`src/rtl/crc_stream.sv`:
```
// Packet CRC engine: folds keep-qualified bytes of a valid/ready stream into a generic CRC.
// Defining CRC_STREAM_CHECK_EN adds exp_crc_i / crc_ok_o result checking.
module crc_stream #(
    parameter logic [63:0] POLY       = 64'h1021,
    parameter int          CRC_SIZE   = 16,
    parameter int          DATA_WIDTH = 32,
    parameter logic [63:0] INIT       = 64'hFFFF,
    parameter int          REF_IN     = 1,
    parameter int          REF_OUT    = 1,
    parameter logic [63:0] XOR_OUT    = 64'h0
) (
    input  logic                    clk_i,
    input  logic                    rst_i,
    input  logic                    soft_reset_i,
    input  logic                    s_valid_i,
    output logic                    s_ready_o,
    input  logic [DATA_WIDTH-1:0]   s_data_i,
    input  logic [DATA_WIDTH/8-1:0] s_keep_i,
    input  logic                    s_last_i,
    output logic                    crc_valid_o,
    input  logic                    crc_ready_i,
    output logic [CRC_SIZE-1:0]     crc_o
`ifdef CRC_STREAM_CHECK_EN
    ,
    input  logic [CRC_SIZE-1:0]     exp_crc_i,
    output logic                    crc_ok_o
`endif
);

    localparam int NB = DATA_WIDTH / 8;
    localparam logic [CRC_SIZE-1:0] POLY_C = POLY[CRC_SIZE-1:0];
    localparam logic [CRC_SIZE-1:0] INIT_C = INIT[CRC_SIZE-1:0];
    localparam logic [CRC_SIZE-1:0] XOR_C  = XOR_OUT[CRC_SIZE-1:0];

    typedef enum logic {ACCUM, HOLD} state_t;

    state_t              state_q, state_d;
    logic [CRC_SIZE-1:0] crcReg_q, crcReg_d;
    logic [CRC_SIZE-1:0] crcOut_q, crcOut_d;
    logic                crcValid_q, crcValid_d;
    logic                sReady_q, sReady_d;

    logic [CRC_SIZE-1:0] foldedCrc;
    logic [CRC_SIZE-1:0] finalCrc;
    logic                beatTaken;
    logic                lastTaken;
    logic [NB-1:0]       keepPlusOne;

    // Bytes go in ascending lane order, each as 8 MSB-first bit steps after optional reflection.
    function automatic logic [CRC_SIZE-1:0] foldBeat(input logic [CRC_SIZE-1:0] crcIn,
                                                     input logic [DATA_WIDTH-1:0] data,
                                                     input logic [NB-1:0] keep);
        logic [CRC_SIZE-1:0] c;
        logic [7:0]          byteBits;
        logic                fb;
        c = crcIn;
        for (int b = 0; b < NB; b++) begin
            byteBits = data[8*b +: 8];
            if (keep[b]) begin
                for (int k = 0; k < 8; k++) begin
                    fb = c[CRC_SIZE-1] ^ ((REF_IN != 0) ? byteBits[k] : byteBits[7-k]);
                    c  = c << 1;
                    if (fb) c = c ^ POLY_C;
                end
            end
        end
        return c;
    endfunction

    function automatic logic [CRC_SIZE-1:0] reflectCrc(input logic [CRC_SIZE-1:0] c);
        logic [CRC_SIZE-1:0] r;
        for (int i = 0; i < CRC_SIZE; i++) r[i] = c[CRC_SIZE-1-i];
        return r;
    endfunction

    assign foldedCrc   = foldBeat(crcReg_q, s_data_i, s_keep_i);
    assign finalCrc    = ((REF_OUT != 0) ? reflectCrc(foldedCrc) : foldedCrc) ^ XOR_C;
    assign beatTaken   = !soft_reset_i && state_q == ACCUM && s_valid_i && sReady_q;
    assign lastTaken   = beatTaken && s_last_i;
    assign keepPlusOne = s_keep_i + NB'(1);

    always_comb begin
        state_d    = state_q;
        crcReg_d   = crcReg_q;
        crcOut_d   = crcOut_q;
        crcValid_d = crcValid_q;
        sReady_d   = sReady_q;
        if (soft_reset_i) begin
            state_d    = ACCUM;
            crcReg_d   = INIT_C;
            crcValid_d = 1'b0;
            sReady_d   = 1'b1;
        end else begin
            case (state_q)
                ACCUM: begin
                    sReady_d = 1'b1;
                    if (beatTaken) crcReg_d = foldedCrc;
                    if (lastTaken) begin
                        crcOut_d   = finalCrc;
                        crcValid_d = 1'b1;
                        sReady_d   = 1'b0;
                        crcReg_d   = INIT_C;
                        state_d    = HOLD;
                    end
                end
                HOLD: begin
                    if (crcValid_q && crc_ready_i) begin
                        crcValid_d = 1'b0;
                        sReady_d   = 1'b1;
                        state_d    = ACCUM;
                    end
                end
                default: state_d = ACCUM;
            endcase
        end
    end

    always_ff @(posedge clk_i or posedge rst_i) begin
        if (rst_i) begin
            state_q    <= ACCUM;
            crcReg_q   <= INIT_C;
            crcOut_q   <= '0;
            crcValid_q <= 1'b0;
            sReady_q   <= 1'b0;
        end else begin
            state_q    <= state_d;
            crcReg_q   <= crcReg_d;
            crcOut_q   <= crcOut_d;
            crcValid_q <= crcValid_d;
            sReady_q   <= sReady_d;
        end
    end

    assign s_ready_o   = sReady_q;
    assign crc_valid_o = crcValid_q;
    assign crc_o       = crcOut_q;

`ifdef CRC_STREAM_CHECK_EN
    logic crcOk_q;

    always_ff @(posedge clk_i or posedge rst_i) begin
        if (rst_i) crcOk_q <= 1'b0;
        else if (lastTaken) crcOk_q <= (finalCrc == exp_crc_i);
    end

    assign crc_ok_o = crcOk_q;
`endif

    // Middle beats must be full; a last beat may only trim bytes from the top lane down.
    always @(posedge clk_i) begin
        if (!rst_i && s_valid_i && sReady_q)
            assert (s_last_i ? ((s_keep_i & keepPlusOne) == '0) : (&s_keep_i));
    end

endmodule

```
`config.mk`:
```
export PLATFORM = sky130hd
export DESIGN_NAME = crc_stream
export DESIGN_NICKNAME = d
export VERILOG_FILES = /design/src/rtl/crc_stream.sv
export SDC_FILE = /design/constraint.sdc
export NUM_CORES = 1
export LEC_CHECK = 0
export CAP_MARGIN = 10
export CELL_PAD_IN_SITES_DETAIL_PLACEMENT = 1
export CELL_PAD_IN_SITES_GLOBAL_PLACEMENT = 1
export CORE_UTILIZATION = 43
export CTS_BUF_LIST = sky130_fd_sc_hd__clkbuf_4
export DETAILED_ROUTE_END_ITERATION = 8
export GPL_ROUTABILITY_DRIVEN = 0
export HOLD_SLACK_MARGIN = 0.12
export PLACE_DENSITY_LB_ADDON = 0.08
export SETUP_SLACK_MARGIN = 0.05
export SKIP_LAST_GASP = 1
export SLEW_MARGIN = 20
export SYNTH_ARGS = -nofsm -noshare
export SYNTH_HDL_FRONTEND = slang
export SYNTH_SLANG_ARGS = --single-unit
export TNS_END_PERCENT = 30
```
`constraint.sdc`:
```
create_clock -name clk_i -period 4.33 [get_ports clk_i]
set_clock_uncertainty 0.05 [all_clocks]
set_input_delay 0.866 -clock clk_i [delete_from_list [all_inputs] [get_ports clk_i]]
set_output_delay 0.866 -clock clk_i [all_outputs]
set_load 0.05 [all_outputs]
```
==> summary.md, run 1 <==
| Metric | Value |
|---|---|
| Status | finished with violations |
| Failing checks | negative setup slack |
| Worst skew pair latency | 0.40 ns |
| Top delay family on crit path | buffers and inverters |
| Largest net degree at the start of global routing | 28 |
| DP Cell Count | 798 |
| Top cells by count, synth | 57 x xnor2_1, 55 x nor2_1, 50 x nand2_1, 34 x a21oi_1, 22 x xor2_1 |
| First-pass GRT wire length | 26200 microns |
| Worst Path Required | 4.62 ns |
| Cts bufs inserted | 5 |
| Area Growth Syn to Fin | 52.8% |
| GRT Residual Overflow | 0 |
| Most frequent CP cell | buf_4 |
| Worst Reg-to-Reg Cells | 13 |
| Fin nets | 733 |
| Slew @ Worst Pin | 0.864 ns |
| Fin crit share | 1.08 |
| Syn Std Cell Area | 4400 sq um |
| FF/Latch Area | 896 sq um |
| Ys Warns | 0 |
| # DRC | 0 |
| Synth cell types | 74 |
| Number of global-route vias before repair | 4995 |
| Core Area | 9820 sq um |
| CP max stage delay | 0.51 ns |
| Die width | 103 microns |
| Top cell type's share of synthesized area | 0.114 |
| CP Max Fanout | 7 |
| Crit-path cells | clkdlybuf4s50_1, buf_6, buf_4, a21oi_2, xnor3_1, a21oi_1, a31oi_2, buf_4, xnor2_1, xnor3_1, mux2i_1, buf_4, or3b_1, nand3_1 |
| Critical path class | input port to register |
| Final instance area | 6720 sq um |
| Count leader, synth | xnor2_1 |
| Max Fclk | 0.214 GHz |
| Drt wl/cell | 30.5 microns |
| Slew headroom | 0.423 |
| Clk root buf | clkbuf_4 |
| Crit path DAT | 4.96 ns |
| Ranking of synthesized cells by area | xnor2_1 11%, dfrtp_1 11%, dfstp_2 9.6% |
| Seq/Total Area, Yosys | 0.204 |
| Mean Syn Cell Area | 8.45 sq um |
| DRC marker count from the first detailed-route iteration | 462 |
| Initial antenna violation count | 1 |
| Vias per std cell | 6.60 |
| Mapped Cells | 520 |
| FILL cells | 1097 |
| Die Area | 10600 sq um |
| Leading area contributor after synthesis | xnor2_1 |
| Post-synth EDFFs | 0 |
| # hold bufs at CTS | 0 |
| Fin crit period | 4.67 ns |
| Crit. path cell count | 14 |
| Final setup vio count | 26 |
| CTS tree | yes |
| HPWL after DPL | 13300 microns |
| Post-DRT Antenna Nets | 0 |
| Hold depth | 2 |
| WP buf/inv | 5 |
| Vias | 5450 |
| Final setup margin | -0.339 ns |
| TritonRoute pass-1 iters | 6 |
| Syn nets | 562 |
| # clock sinks | 35 |
| Layout cells sized above 1 | 0.383 |
| FF+latch count, synth | 35 |
| PortBufs | 59 |
| Max clock buf depth | 2 |
| DP Area | 5900 sq um |
| Worst setup SP type | input port |
| Most used DFF post-synth | dfrtp_1 |
| Non-Filler Instances | 826 |
| Critical path's slowest cell | clkdlybuf4s50_1 |
| Routed wire length | 25200 microns |
| Async SR Flop Fraction | 1.00 |
| GRT Total Usage | 0.334 |
| Die Height | 103 microns |
| Rows | 36 |
| I/O Pins | 60 |
| Slew Viols, Final | 0 |
| Max_cap viols | 0 |
| Final Hold Viols | 0 |
| # H-tree levels | 2 |
| Multi-input gate area | 3900 sq um |
| Clk slew on worst S/H paths | 0.15 ns |
| Hold WC Path Type | register to register |
| RSZ-0062 raised after global routing | true |
| Starting Density | 0.448 |
| CP endpoint kind | register |
per-stage QoR:
stage                     hold WS, ns  utilization  TNS [ns]  worst slack, ns
after floorplan                 0.438            -         0           0.0609
after global placement          0.417        0.600     -7.30           -0.539
after detailed placement        0.430        0.600    -12.19           -0.732
after CTS                       0.458        0.626   -0.0139          -0.0139
after global routing            0.488        0.684     -8.75           -0.589
final                           0.462        0.684     -4.25           -0.339
cell type report:
type,instances,share of cell area
inverter,9,0.00503
clock inverter,3,0.00652
multi-input combinational,445,0.580
timing repair buffer,195,0.244
antenna,1,0.000373
sequential,35,0.133
clock buffer,5,0.00559
tap,133,0.0248
per-layer routing:
| layer | global-route usage | up-vias | share of wire |
|---|---|---|---|
| li1 | - | 2197 | - |
| met1 | 0.412 | 2656 | 0.34 |
| met2 | 0.587 | 409 | 0.45 |
| met3 | 0.0386 | 186 | 0.12 |
| met4 | 0.146 | 2 | 0.084 |
| met5 | 0 | - | 0.0021 |
cell usage in the layout, fill, tap and decap left out, drive strengths merged, types with 5 or more instances in the layout:
master and n:
xnor3 14, xor2 22, nor2 57, clkbuf 5, dfrtp 19, buf 136, xnor2 59, and2 10
o21ai 20, nand2 50, a21oi 35, inv 9, or3 5, nand3 19, a211oi 8, clkdlybuf4s50 55
a31oi 9, xor3 5, nor3 9, mux2 6, dfstp 16, nand2b 5, mux2i 24, nand4 5
a21o 11, or2 6
cell families after synthesis:
logic type	share of synthesized area
and+or+nand+nor	0.212
xor gates and xnor gates	0.267
muxes	0.0848
buffers and inverters	0.0384
DFF	0.204
AOI/OAI and AO/OA	0.194
registers in the layout, summed over array words and instances (netlist names):
register,cells
crc_o,16
crcReg_q,16
crc_valid_o,1
state_q,1
s_ready_o,1
worst register-to-register path: cells and delay by family, from the launching register on:
family / cells / cell delay, ns
flip-flops: 1 / 0.63
XOR/XNOR: 4 / 1.81
AO/OA/AOI/OAI: 2 / 0.62
buffers and inverters: 3 / 0.57
AND/OR/NAND/NOR: 3 / 0.60
multiplexers: 1 / 0.20
path summary, 6_finish.rpt:
check	start	to	slack (ns)
worst min register to register	crc_o[0]	crc_o[0]	0.46
worst max-delay path	s_keep_i[0]	crc_o[2]	-0.34
worst min-delay path	crc_o[0]	crc_o[0]	0.46
min in group asynchronous	rst_i	crc_o[10]	0.92
worst max register to register	crcReg_q[8]	crc_o[2]	-0.18
max in group asynchronous	rst_i	crcReg_q[2]	2.45
repair_timing:
item	in CTS	in global routing
setup endpoints to repair	27	30
pin swaps	9	32
gates resized for setup	25	75
buffers inserted	4	15
Power of run 1 is left out: the tool's default activity adds up to more than one toggle a clock period on the data nets, which glitch-free logic cannot reach.
==> run 2, diff against run 1 <==
Settings changed: SETUP_SLACK_MARGIN 0.05 to 0.5.
==> run 2 against run 1 <==
Compared with the run above: area after synthesis unchanged; synthesized cell count is the same; the run now fails in global routing.
==> summary.md, run 2 <==
| Metric | Value |
|---|---|
| FF+latch count, synth | 35 (unchanged) |
| Pre-CTS setup slack | -0.481 ns (+0.251 ns) |
| Syn Std Cell Area | 4400 sq um (unchanged) |
| Mean Syn Cell Area | 8.45 sq um (unchanged) |
| Rows | 36 (unchanged) |
| DP Area | 5980 sq um (+1.5%) |
| Count leader, synth | xnor2_1 |
| Starting Density | 0.448 (unchanged) |
| Ranking of synthesized cells by area | xnor2_1 11%, dfrtp_1 11%, dfstp_2 9.6% |
| Exit stage | global routing |
| Top cell type's share of synthesized area | 0.114 (unchanged) |
| Die Height | 103 microns (unchanged) |
| Status | did not finish |
| Leading area contributor after synthesis | xnor2_1 |
| GRT Residual Overflow | 1 |
| PortBufs | 59 (unchanged) |
| # hold bufs at CTS | 0 (unchanged) |
| Max clock buf depth | 2 (unchanged) |
| GRT Total Usage | 0.654 |
| Synth cell types | 74 (unchanged) |
| Syn nets | 562 (unchanged) |
| # H-tree levels | 2 (unchanged) |
| # clock sinks | 35 (unchanged) |
| Top cells by count, synth | 57 x xnor2_1, 55 x nor2_1, 50 x nand2_1, 34 x a21oi_1, 22 x xor2_1 |
| DP Cell Count | 806 (+1.0%) |
| I/O Pins | 60 (unchanged) |
| Async SR Flop Fraction | 1.00 (unchanged) |
| Worst EP kind | register input |
| Most used DFF post-synth | dfrtp_1 |
| Die width | 103 microns (unchanged) |
| HPWL after DPL | 13500 microns (+1.0%) |
| Error | [ERROR GRT-0232] Routing congestion too high. Check the congestion heatmap in the GUI. |
| Post-synth EDFFs | 0 (unchanged) |
| Worst Endpoint after GRT Repair | crc_o[3]$_DFFE_PP0P_/D |
| Seq/Total Area, Yosys | 0.204 (unchanged) |
| Ys Warns | 0 (unchanged) |
| Largest net degree at the start of global routing | 25 |
| Clk root buf | clkbuf_4 |
| Mapped Cells | 520 (unchanged) |
| Cts bufs inserted | 5 (unchanged) |
-- run 2: through the flow --
step	setup TNS [ns]	hold slack, ns
floorplan	0	0.438
global placement	-7.40	0.415
detailed placement	-11.02	0.423
CTS	0	0.451
-- run 2: timing repair --
item / in CTS
endpoints found under the setup margin: 32
pin swaps: 49
setup buffers: 17
cloned: 1
resized for setup: 100
-- run 2: logic make-up after synthesis --
group | count (synthesis) | share of synthesized area
and+or+nand+nor | 190 | 0.212
muxes | 32 | 0.0848
AOI/OAI and AO/OA | 123 | 0.194
DFF | 35 | 0.204
xor gates and xnor gates | 100 | 0.267
buffers and inverters | 40 | 0.0384
-- run 2: metal layers --
| layer | track usage | overflow |
|---|---|---|
| met1 | 0.683 | 0 |
| met2 | 0.850 | 0 |
| met3 | 0.428 | 0 |
| met4 | 0.664 | 1 |
| met5 | 0.0529 | 0 |
==> run 3, diff against run 2 <==
Settings changed: CELL_PAD_IN_SITES_DETAIL_PLACEMENT 1 to unset, CELL_PAD_IN_SITES_GLOBAL_PLACEMENT 1 to unset, CORE_UTILIZATION 43 to 35, CTS_BUF_LIST sky130_fd_sc_hd__clkbuf_4 to unset, HOLD_SLACK_MARGIN 0.12 to unset, PLACE_DENSITY_LB_ADDON 0.08 to 0.15, SETUP_SLACK_MARGIN 0.5 to unset.
==> run 3 against run 2 <==
Compared with the run above: the flow now finishes without violations.
==> summary.md, run 3 (synthesis results as in run 1) <==
| Metric | Value |
|---|---|
| # hold bufs at CTS | 0 (unchanged) |
| Min-delay src | crc_o[15] |
| Slew @ Worst Pin | 0.718 ns |
| Crit Reg-Reg Startpoint | crcReg_q[13] |
| Slew headroom | 0.521 |
| Max Fclk | 0.234 GHz |
| Crit path DAT | 4.38 ns |
| Static Leak | 2.88 nW |
| Layout cells sized above 1 | 0.343 |
| GRT Residual Overflow | 0 |
| TritonRoute pass-1 iters | 5 |
| Initial antenna violation count | 0 |
| HPWL after DPL | 11700 microns (-13%) |
| Die width | 114 microns (+11%) |
| Clk root buf | clkbuf_16 |
| First-pass GRT wire length | 22600 microns |
| Crit-path cells | dlygate4sd2_1, xnor3_2, xor2_4, nor3_4, nor4_1, a2111oi_2, buf_4, nand3_1, mux2i_2, xnor3_2, xnor2_4, mux4_2, a221o_1 |
| Hold depth | 2 |
| Critical path's slowest cell | mux4_2 |
| PortBufs | 59 (unchanged) |
| Max_cap viols | 0 |
| CP max stage delay | 0.52 ns |
| Max clock buf depth | 2 (unchanged) |
| Commonest non-fill, non-tap cell in the layout | buf_4 |
| Drt wl/cell | 17.3 microns |
| Die Height | 114 microns (+11%) |
| Peak supply drop | 845 uV |
| Worst setup SP type | input port |
| # H-tree levels | 2 (unchanged) |
| Area Growth Syn to Fin | 49.6% |
| Status | finished clean |
| RSZ-0062 raised after global routing | true |
| N_diodes | 0 |
| Core Area | 12100 sq um |
| CP Max Fanout | 4 |
| Fin nets | 727 |
| Vias | 4472 |
| Fin crit share | 0.987 |
| RR Endpoint | crc_o[3] |
| Hold WC Path Type | register to register |
| Slew Viols, Final | 0 |
| Top delay family on crit path | XOR/XNOR gates |
| CP endpoint kind | register |
| Power Density | 1050 nW/um^2 |
| Cts bufs inserted | 5 (unchanged) |
| Most frequent cells in the layout | 129 x buf_4, 55 x nor2_1, 54 x clkdlybuf4s50_1, 50 x nand2_1, 42 x xnor2_1 |
| CTS tree | yes |
| Largest net degree at the start of global routing | 36 |
| Routed metal-1 wirelength | 6590 microns |
| Rows | 40 (+11%) |
| Fin crit period | 4.27 ns |
| Critical path class | input port to register |
| WP buf/inv | 2 |
| Final setup vio count | 0 |
| # clock sinks | 35 (unchanged) |
| Die Area | 13000 sq um |
| GRT Total Usage | 0.227 |
| Worst skew pair latency | 0.28 ns |
| Number of global-route vias before repair | 4355 |
| Worst Reg-to-Reg Cells | 11 |
| Post-DRT Antenna Nets | 0 |
| Metal2 WL | 7100 microns |
| Final Hold Viols | 0 |
| Starting Density | 0.363 (-0.0847) |
| Total negative slack | 0 ns |
| FF-to-FF setup slack | 0.25 ns |
| Top sig layer | met4 |
| I/O Pins | 60 (unchanged) |
| Worst hold margin | 0.435 ns |
| FILL cells | 1159 |
| Routed wire length | 14800 microns |
| Most frequent CP cell | xnor3_2 |
| Hold EP | crc_o[15] |
| DRC marker count from the first detailed-route iteration | 242 |
| Worst Path Required | 4.44 ns |
| # DRC | 0 |
| Clk slew on worst S/H paths | 0.06 ns |
| Met3 WL post-DR | 747 microns |
| Vias per std cell | 5.24 |
[run 3: cell type report]
cell class / count / area (sq um) / share of cell area
Clock inverter: 2 / 12.5 / 0.00190
Inverter: 9 / 33.8 / 0.00514
Sequential cell: 35 / 896 / 0.136
Clock buffer: 6 / 129 / 0.0196
Timing Repair Buffer: 189 / 1580 / 0.240
Multi-Input combinational cell: 445 / 3710 / 0.565
Tap cell: 168 / 210 / 0.0320
[run 3: worst reg2reg max path, stage by stage (launching register included)]
cell and delay [ns]:
dfstp_2 0.69, xor3_1 0.51, mux2i_1 0.27, xnor2_1 0.17, xnor3_2 0.30, xnor2_1 0.16, a21oi_2 0.19, mux2i_2 0.29
xnor3_2 0.36, xnor2_4 0.22, mux4_2 0.52, a221o_1 0.27
[run 3: what timing repair did]
item	in CTS	in global routing
gates cloned	0	0
resized for setup	18	46
endpoints found under the setup margin	30	31
pin swaps	9	19
buffers inserted	4	7
[run 3: metal layers]
metal  track usage  up-vias
li1              -     2187
met1         0.298     2132
met2         0.387      126
met3        0.0386       27
met4        0.0563        0
met5             0        -
[run 3: metrics by stage]
stage	cell area, sq um	power (mW)	utilization	std cells	worst slack (ns)
2_1_floorplan	4400	3.70	-	520	0.0609
3_3_place_gp	5970	5.81	0.493	835	-0.611
3_5_place_dp	5970	5.88	0.493	835	-0.626
4_1_cts	6220	6.41	0.514	847	-0.0801
5_1_grt	6580	7.31	0.543	854	-0.0592
6_report	6580	6.90	0.543	854	0.0584
[run 3: where the power goes]
group          switching (mW)  total [mW]  internal, mW
clock                   0.141       0.353         0.212
combinational            2.82        5.93          3.11
sequential              0.129       0.609         0.480
[run 3: worst max path at each step]
| stage | start | endpoint | slack [ns] | cells after the start |
|---|---|---|---|---|
| 4_1_cts | s_keep_i[0] | crc_o[8] | -0.08 | 12 |
| 3_5_place_dp | s_data_i[0] | crc_o[1] | -0.63 | 13 |
| 3_3_place_gp | s_data_i[0] | crc_o[1] | -0.61 | 13 |
| 2_1_floorplan | s_keep_i[0] | crc_o[3] | 0.06 | 12 |
| 6_report | s_data_i[1] | crc_o[3] | 0.06 | 13 |
| 5_1_grt | s_data_i[1] | crc_o[3] | -0.06 | 12 |
(Power assumes the default switching activity.)
